<file path="src/rtl/rf_window_streamer_if.sv">
// Handshake bundle between the image loader, the window streamer and the conv units.
// The streamer sits on the slave side: it is started by, and takes pixels from, the
// environment, and offers windows back to it.
interface rf_window_streamer_if #(
    parameter int DATA_WIDTH = 16,
    parameter int Depth      = 1,
    parameter int Size       = 5
);
    logic                                 start;
    logic                                 pixel_valid;
    logic                                 pixel_ready;
    logic [Depth*DATA_WIDTH-1:0]          pixel_data;
    logic                                 rf_valid;
    logic                                 rf_ready;
    logic [Depth*Size*Size*DATA_WIDTH-1:0] rf_data;
    logic [5:0]                           rf_row;
    logic [5:0]                           rf_col;
    logic                                 frame_done;

    modport slave (
        input  start, pixel_valid, pixel_data, rf_ready,
        output pixel_ready, rf_valid, rf_data, rf_row, rf_col, frame_done
    );

    modport master (
        output start, pixel_valid, pixel_data, rf_ready,
        input  pixel_ready, rf_valid, rf_data, rf_row, rf_col, frame_done
    );
endinterface

</file>
<file path="src/rtl/rf_window_streamer.sv">
// Streaming receptive-field generator: raster pixels in, Size x Size windows out at a
// configurable stride. Only Size-1 image lines plus one window are kept in flops.
module rf_window_streamer #(
    parameter int DATA_WIDTH = 16,
    parameter int Depth      = 1,
    parameter int Size       = 5,
    parameter int H          = 32,
    parameter int W          = 32,
    parameter int Stride     = 1
) (
    input  logic               clk,
    input  logic               reset,
    rf_window_streamer_if.slave bus
);
    localparam int PW   = Depth*DATA_WIDTH;
    localparam int RFW  = Depth*Size*Size*DATA_WIDTH;
    localparam int NPIX = H*W;
    localparam int OH   = (H-Size)/Stride + 1;
    localparam int OW   = (W-Size)/Stride + 1;
    localparam int RW   = $clog2(H);
    localparam int CW   = $clog2(W);
    localparam int NW   = $clog2(NPIX+1);
    localparam int PHW  = $clog2(Stride+1);

    localparam logic [1:0] S_IDLE   = 2'd0;
    localparam logic [1:0] S_STREAM = 2'd1;
    localparam logic [1:0] S_DONE   = 2'd2;

    localparam logic [CW-1:0]  COL_LAST  = CW'(W-1);
    localparam logic [CW-1:0]  COL_FIRST = CW'(Size-1);
    localparam logic [RW-1:0]  ROW_FIRST = RW'(Size-1);
    localparam logic [NW-1:0]  PIX_TOTAL = NW'(NPIX);
    localparam logic [PHW-1:0] PH_LAST   = PHW'(Stride-1);
    localparam logic [5:0]     OROW_LAST = 6'(OH-1);
    localparam logic [5:0]     OCOL_LAST = 6'(OW-1);

    logic [1:0]     state;
    logic [RW-1:0]  in_row;
    logic [CW-1:0]  in_col;
    logic [NW-1:0]  in_count;
    logic [PHW-1:0] row_ph, col_ph;     // position within the stride, 0 = window anchor
    logic [5:0]     out_row, out_col;   // output-map coordinates of the next window

    logic [PW-1:0]  lb      [Size-1][W];  // lb[0] holds the oldest line
    logic [PW-1:0]  win     [Size][Size];
    logic [PW-1:0]  win_nx  [Size][Size];
    logic [PW-1:0]  col_new [Size];
    logic [RFW-1:0] rf_data_nx;

    logic           rf_valid_q;
    logic [RFW-1:0] rf_data_q;
    logic [5:0]     rf_row_q, rf_col_q;

    logic go, pixel_ready, accept, row_ok, col_ok, emit, last_hs;

    assign go          = (state == S_IDLE) && bus.start;
    assign pixel_ready = (state == S_STREAM) && (in_count < PIX_TOTAL) &&
                         (!rf_valid_q || bus.rf_ready);
    assign accept      = bus.pixel_valid && pixel_ready;
    assign row_ok      = (in_row >= ROW_FIRST) && (row_ph == '0);
    assign col_ok      = (in_col >= COL_FIRST) && (col_ph == '0);
    assign emit        = accept && row_ok && col_ok;
    assign last_hs     = rf_valid_q && bus.rf_ready &&
                         (rf_row_q == OROW_LAST) && (rf_col_q == OCOL_LAST);

    assign bus.pixel_ready = pixel_ready;
    assign bus.rf_valid    = rf_valid_q;
    assign bus.rf_data     = rf_data_q;
    assign bus.rf_row      = rf_row_q;
    assign bus.rf_col      = rf_col_q;
    assign bus.frame_done  = (state == S_DONE);

    // Column entering the window: stored lines on top, incoming pixel at the bottom.
    always_comb begin
        for (int r = 0; r < Size-1; r++) col_new[r] = lb[r][in_col];
        col_new[Size-1] = bus.pixel_data;
    end

    // Window after shifting one column left and inserting the new column on the right.
    always_comb begin
        for (int r = 0; r < Size; r++) begin
            for (int c = 0; c < Size-1; c++) win_nx[r][c] = win[r][c+1];
            win_nx[r][Size-1] = col_new[r];
        end
    end

    // Flatten the shifted window into the (ch, r, c) output ordering.
    always_comb begin
        rf_data_nx = '0;
        for (int ch = 0; ch < Depth; ch++)
            for (int r = 0; r < Size; r++)
                for (int c = 0; c < Size; c++)
                    rf_data_nx[(ch*Size*Size + r*Size + c)*DATA_WIDTH +: DATA_WIDTH] =
                        win_nx[r][c][ch*DATA_WIDTH +: DATA_WIDTH];
    end

    // Line buffers and window shift on each accepted pixel; contents need no reset.
    always_ff @(posedge clk) begin
        if (accept) begin
            for (int k = 0; k < Size-2; k++) lb[k][in_col] <= lb[k+1][in_col];
            lb[Size-2][in_col] <= bus.pixel_data;
            for (int r = 0; r < Size; r++)
                for (int c = 0; c < Size; c++)
                    win[r][c] <= win_nx[r][c];
        end
    end

    // Frame sequencing and the output window register.
    always_ff @(posedge clk) begin
        if (reset) begin
            state      <= S_IDLE;
            rf_valid_q <= 1'b0;
            rf_data_q  <= '0;
            rf_row_q   <= '0;
            rf_col_q   <= '0;
        end else begin
            case (state)
                S_IDLE:   if (bus.start) state <= S_STREAM;
                S_STREAM: if (last_hs) state <= S_DONE;
                S_DONE:   state <= S_IDLE;
                default:  state <= S_IDLE;
            endcase
            // A qualifying pixel may reload the register in the same edge as a handshake.
            if (emit) begin
                rf_valid_q <= 1'b1;
                rf_data_q  <= rf_data_nx;
                rf_row_q   <= out_row;
                rf_col_q   <= out_col;
            end else if (rf_valid_q && bus.rf_ready) begin
                rf_valid_q <= 1'b0;
            end
        end
    end

    // Raster position, stride phases and output-map coordinates.
    always_ff @(posedge clk) begin
        if (reset || go) begin
            in_row   <= '0;
            in_col   <= '0;
            in_count <= '0;
            row_ph   <= '0;
            col_ph   <= '0;
            out_row  <= '0;
            out_col  <= '0;
        end else if (accept) begin
            in_count <= in_count + NW'(1);
            if (in_col == COL_LAST) begin
                in_col  <= '0;
                col_ph  <= '0;
                out_col <= '0;
                in_row  <= in_row + RW'(1);
                if (in_row >= ROW_FIRST)
                    row_ph <= (row_ph == PH_LAST) ? '0 : row_ph + PHW'(1);
                if (row_ok) out_row <= out_row + 6'd1;
            end else begin
                in_col <= in_col + CW'(1);
                if (in_col >= COL_FIRST)
                    col_ph <= (col_ph == PH_LAST) ? '0 : col_ph + PHW'(1);
                if (col_ok) out_col <= out_col + 6'd1;
            end
        end
    end
endmodule

</file>
<file path="src/flat_wrapper.sv">
// flat-port wrapper written by rule: the top's interface ports become plain ports
module rf_window_streamer_flat 
#(
    parameter int DATA_WIDTH = 16,
    parameter int Depth      = 1,
    parameter int Size       = 5,
    parameter int H          = 32,
    parameter int W          = 32,
    parameter int Stride     = 1
)
  (clk, reset, bus_start, bus_pixel_valid, bus_pixel_data, bus_rf_ready, bus_pixel_ready, bus_rf_valid, bus_rf_data, bus_rf_row, bus_rf_col, bus_frame_done);
  rf_window_streamer_if #(.DATA_WIDTH(DATA_WIDTH), .Depth(Depth), .Size(Size)) bus_i ();
  input  logic clk;
  input  logic reset;
  input wire logic [$bits(bus_i.start)-1:0] bus_start;
  input wire logic [$bits(bus_i.pixel_valid)-1:0] bus_pixel_valid;
  input wire logic [$bits(bus_i.pixel_data)-1:0] bus_pixel_data;
  input wire logic [$bits(bus_i.rf_ready)-1:0] bus_rf_ready;
  output wire logic [$bits(bus_i.pixel_ready)-1:0] bus_pixel_ready;
  output wire logic [$bits(bus_i.rf_valid)-1:0] bus_rf_valid;
  output wire logic [$bits(bus_i.rf_data)-1:0] bus_rf_data;
  output wire logic [$bits(bus_i.rf_row)-1:0] bus_rf_row;
  output wire logic [$bits(bus_i.rf_col)-1:0] bus_rf_col;
  output wire logic [$bits(bus_i.frame_done)-1:0] bus_frame_done;
  assign bus_i.start = bus_start;
  assign bus_i.pixel_valid = bus_pixel_valid;
  assign bus_i.pixel_data = bus_pixel_data;
  assign bus_i.rf_ready = bus_rf_ready;
  assign bus_pixel_ready = bus_i.pixel_ready;
  assign bus_rf_valid = bus_i.rf_valid;
  assign bus_rf_data = bus_i.rf_data;
  assign bus_rf_row = bus_i.rf_row;
  assign bus_rf_col = bus_i.rf_col;
  assign bus_frame_done = bus_i.frame_done;
  rf_window_streamer #(.DATA_WIDTH(DATA_WIDTH), .Depth(Depth), .Size(Size), .H(H), .W(W), .Stride(Stride)) u_core (.clk(clk), .reset(reset), .bus(bus_i));
endmodule
</file>
<file path="config.mk">
export PLATFORM = sky130hd
export DESIGN_NAME = rf_window_streamer_flat
export DESIGN_NICKNAME = d
export VERILOG_FILES = /design/src/rtl/rf_window_streamer_if.sv /design/src/rtl/rf_window_streamer.sv /design/src/flat_wrapper.sv
export SDC_FILE = /design/constraint.sdc
export NUM_CORES = 2
export LEC_CHECK = 0
export ABC_AREA = 1
export BUFFER_PORTS_ARGS = -buffer_cell sky130_fd_sc_hd__buf_2
export CORE_UTILIZATION = 40
export CTS_CLUSTER_DIAMETER = 120
export CTS_CLUSTER_SIZE = 10
export DETAILED_ROUTE_END_ITERATION = 8
export HOLD_SLACK_MARGIN = 0.05
export PLACE_DENSITY_LB_ADDON = 0.2
export SLEW_MARGIN = 20
export SYNTH_ARGS = -nofsm -noshare
export SYNTH_HDL_FRONTEND = slang
export SYNTH_SLANG_ARGS = --single-unit
</file>
<file path="constraint.sdc">
create_clock -name clk -period 13.2 [get_ports clk]
set_input_delay 2.64 -clock clk [delete_from_list [all_inputs] [get_ports clk]]
set_output_delay 2.64 -clock clk [all_outputs]
set_load 0.005 [all_outputs]
</file>
==> impl_metrics.tcl <==
set metrics [dict create \
    status "finished, final reports clean" \
    power.leakage_nw 54.1 \
    ys_ff_latch 2816 \
    tns_ns 0 \
    slew_viol_final 0 \
    ant_nets 0 \
    grt_first_pass_wirelength_um 489000 \
    r2r_end "u_core.lb[1][23]" \
    drc 0 \
    max_freq_mhz 162 \
    cts_tree "done" \
    synth_area_leaders "edfxtp_1, nand2_1, dfxtp_1" \
    cts_setup_buffers 0 \
    cp_top_family "simple AND/OR/NAND/NOR gates" \
    final_common_cell "nand2_1" \
    hold_violations 0 \
    rows 197 \
    grtUsageMet2 0.356 \
    max_stage_delay_ns 0.92 \
    yosysWarnings 0 \
    cts_root_buf "clkbuf_16" \
    hp-start "u_core.win[3][27]" \
    clock_skew_ns 0.0831 \
    worst-setup-path-type "input pin to flop" \
    start_kind "input pin" \
    cts_max_level 5 \
    r2r_start "u_core.in_col[0]" \
    core_um2 288000 \
    cts_buffer_depth 4 \
    cts_resized 0 \
    fin_crit_sh 0.468 \
    hpwl_um 188000 \
    power.density_nw_per_um2 143 \
    fin_crit_ns 6.18 \
    r2r_cells 11 \
    slew_headroom 0.205 \
    synth_seq_area_share 0.691 \
    num_io_pins 436 \
    grt_pass1_vias 73700 \
    drt_iter0_markers 7543 \
    synthCells 11200 \
    final_layout_size_suffix_gt1_frac 0.124 \
    worstSkewPairLatency_ns 0.94 \
    synth_top_area_frac 0.613 \
    synth.distinct_cells 32 \
    drtPass1Iterations 6 \
    numCtsBuffers 319 \
    routed_wl_um 333000 \
    whs_path_depth 0 \
    overflow 0 \
    gp_congestion 0.817 \
    syn_area_per_cell_um2 10.3 \
    crit_fanout 108 \
    hold_slack_ns 0.444 \
    hold_class "flop to flop" \
    synth_area_leader_cell "edfxtp_1" \
    vias_per_cell 4.96 \
    io_buffers 435 \
    nets 11600 \
    syn_area_um2 116000 \
    ir_worst_vdd_uv 99.7 \
    tightestPinTransition_ns 1.19 \
    met1_usage 0.320 \
    die_w_um 540 \
    path_clk_slew_ns 0.06 \
    hold_buffers 0 \
    antenna_found_initial 12 \
    routed-via-count 77000 \
    setup_viol 0 \
    min_to "u_core.win[3][43]" \
    fp.dieArea_um2 292000 \
    cp.required_ns 13.69 \
    slowest_stage "nor2_4" \
    crit_path_end_kind "flop" \
    die_h_um 540 \
    crit_buf_inv 4 \
    grt_max_degree 239 \
    syn-num-nets 11200 \
    crit_chain "buf_2 > nor2_1 > nor3_4 > nand2_1 > buf_4 > inv_8 > nand2_1 > nor2_4 > buf_4" \
    rsz0062_at_grt "no" \
    cap_violations 0 \
    cts.sinks 2816 \
    track_usage 0.224 \
    synthToLayoutAreaGrowth_pct 12.6 \
    met3_usage 0.0325 \
    start_util 0.402 \
    mostFrequentLayoutCells "nand2_1, edfxtp_1, inv_1" \
    routedWlPerCell_um 21.4 \
    fillers 26600 \
    grt_most_used_layer "met2" \
    critPathArrivalTime_ns 6.67 \
    ff2ff_setup_slack_ns 7.75 \
]
-- sequential cells by signal, indices dropped and copies added, names as in the netlist --
signal               cells
u_core.bus.rf_col        6
u_core.bus.rf_data     400
u_core.bus.rf_row        6
u_core.bus.rf_valid      1
u_core.in_col            5
u_core.in_count         11
u_core.in_row            5
u_core.lb             2048
u_core.out_col           6
u_core.out_row           6
u_core.state             2
u_core.win             320
-- layer usage --
metal | wire length (um) | vias up
met4 | 7600 | 2
met2 | 152000 | 2573
met5 | 9 | -
li1 | - | 36300
met3 | 22900 | 416
met1 | 151000 | 37700
-- per-stage QoR --
| stage | instances | instance area [um2] | setup slack [ns] | power [W] | utilization |
|---|---|---|---|---|---|
| 5_1_grt | 15500 | 131000 | 6.82 | 0.0192 | 0.453 |
| 3_5_place_dp | 15000 | 122000 | 6.03 | 0.0108 | 0.422 |
| 6_report | 15500 | 131000 | 7.02 | 0.0186 | 0.453 |
| 4_1_cts | 15500 | 131000 | 6.97 | 0.0188 | 0.453 |
| 3_3_place_gp | 15000 | 121000 | 6.07 | 0.0108 | 0.422 |
| 2_1_floorplan | 11200 | 116000 | 1.94 | 0.0104 | - |
-- layout make-up --
cell class | count | area, um2 | share of cell area
Sequential cell | 2816 | 80100 | 0.613
Multi-Input combinational cell | 6148 | 26900 | 0.206
Clock inverter | 21 | 342 | 0.00262
Clock buffer | 483 | 8680 | 0.0665
Inverter | 1703 | 6450 | 0.0494
Antenna cell | 3 | 7.51 | 0.0000575
Timing Repair Buffer | 580 | 3420 | 0.0262
Tap cell | 3781 | 4730 | 0.0362
-- kinds of logic (layout without fill, tap and decap cells) --
| kind of cell | count (synthesis) | after routing | synth area share |
|---|---|---|---|
| other | 0 | 3 | 0 |
| AND/OR/NAND/NOR | 5549 | 5549 | 0.194 |
| flip-flops | 2816 | 2816 | 0.691 |
| adder cells (fa/ha/maj) | 10 | 10 | 0.00108 |
| buffers and inverters | 2243 | 2787 | 0.0808 |
| AO/OA/AOI/OAI | 577 | 577 | 0.0327 |
| XOR/XNOR | 12 | 12 | 0.000907 |
-- report_power, final --
part | internal, W | leakage, nW | switching [W] | total, W
clock | 0.00452 | 4.33 | 0.00349 | 0.00801
sequential | 0.00980 | 25.0 | 0.0000303 | 0.00983
combinational | 0.000131 | 24.8 | 0.000661 | 0.000792
-- cell usage after synthesis, drive strengths merged --
cell type,n
dfxtp,448
clkinv,1
nand2,4413
nor3b,1
nand3b,3
ha,10
edfxtp,2368
xor2,6
o21ai,136
inv,1702
or2,1
nand3,847
clkbuf,148
xnor2,6
a21oi,441
nand4,6
buf,392
nor3,10
nor2,267
nor4,1
-- how the worst max path moves through the flow --
stage                              to         start  cells after the start  slack (ns)
global placement    u_core.lb[3][252]  bus_rf_ready                      9        6.07
detailed placement  u_core.lb[3][241]  bus_rf_ready                      9        6.03
floorplan           u_core.lb[0][480]  bus_rf_ready                      7        1.94
CTS                 u_core.lb[3][241]  bus_rf_ready                      9        6.97
global route        u_core.lb[3][247]  bus_rf_ready                      9        6.82
finish              u_core.lb[3][247]  bus_rf_ready                      9        7.02
Note: power is estimated with default switching activity, not from simulation.
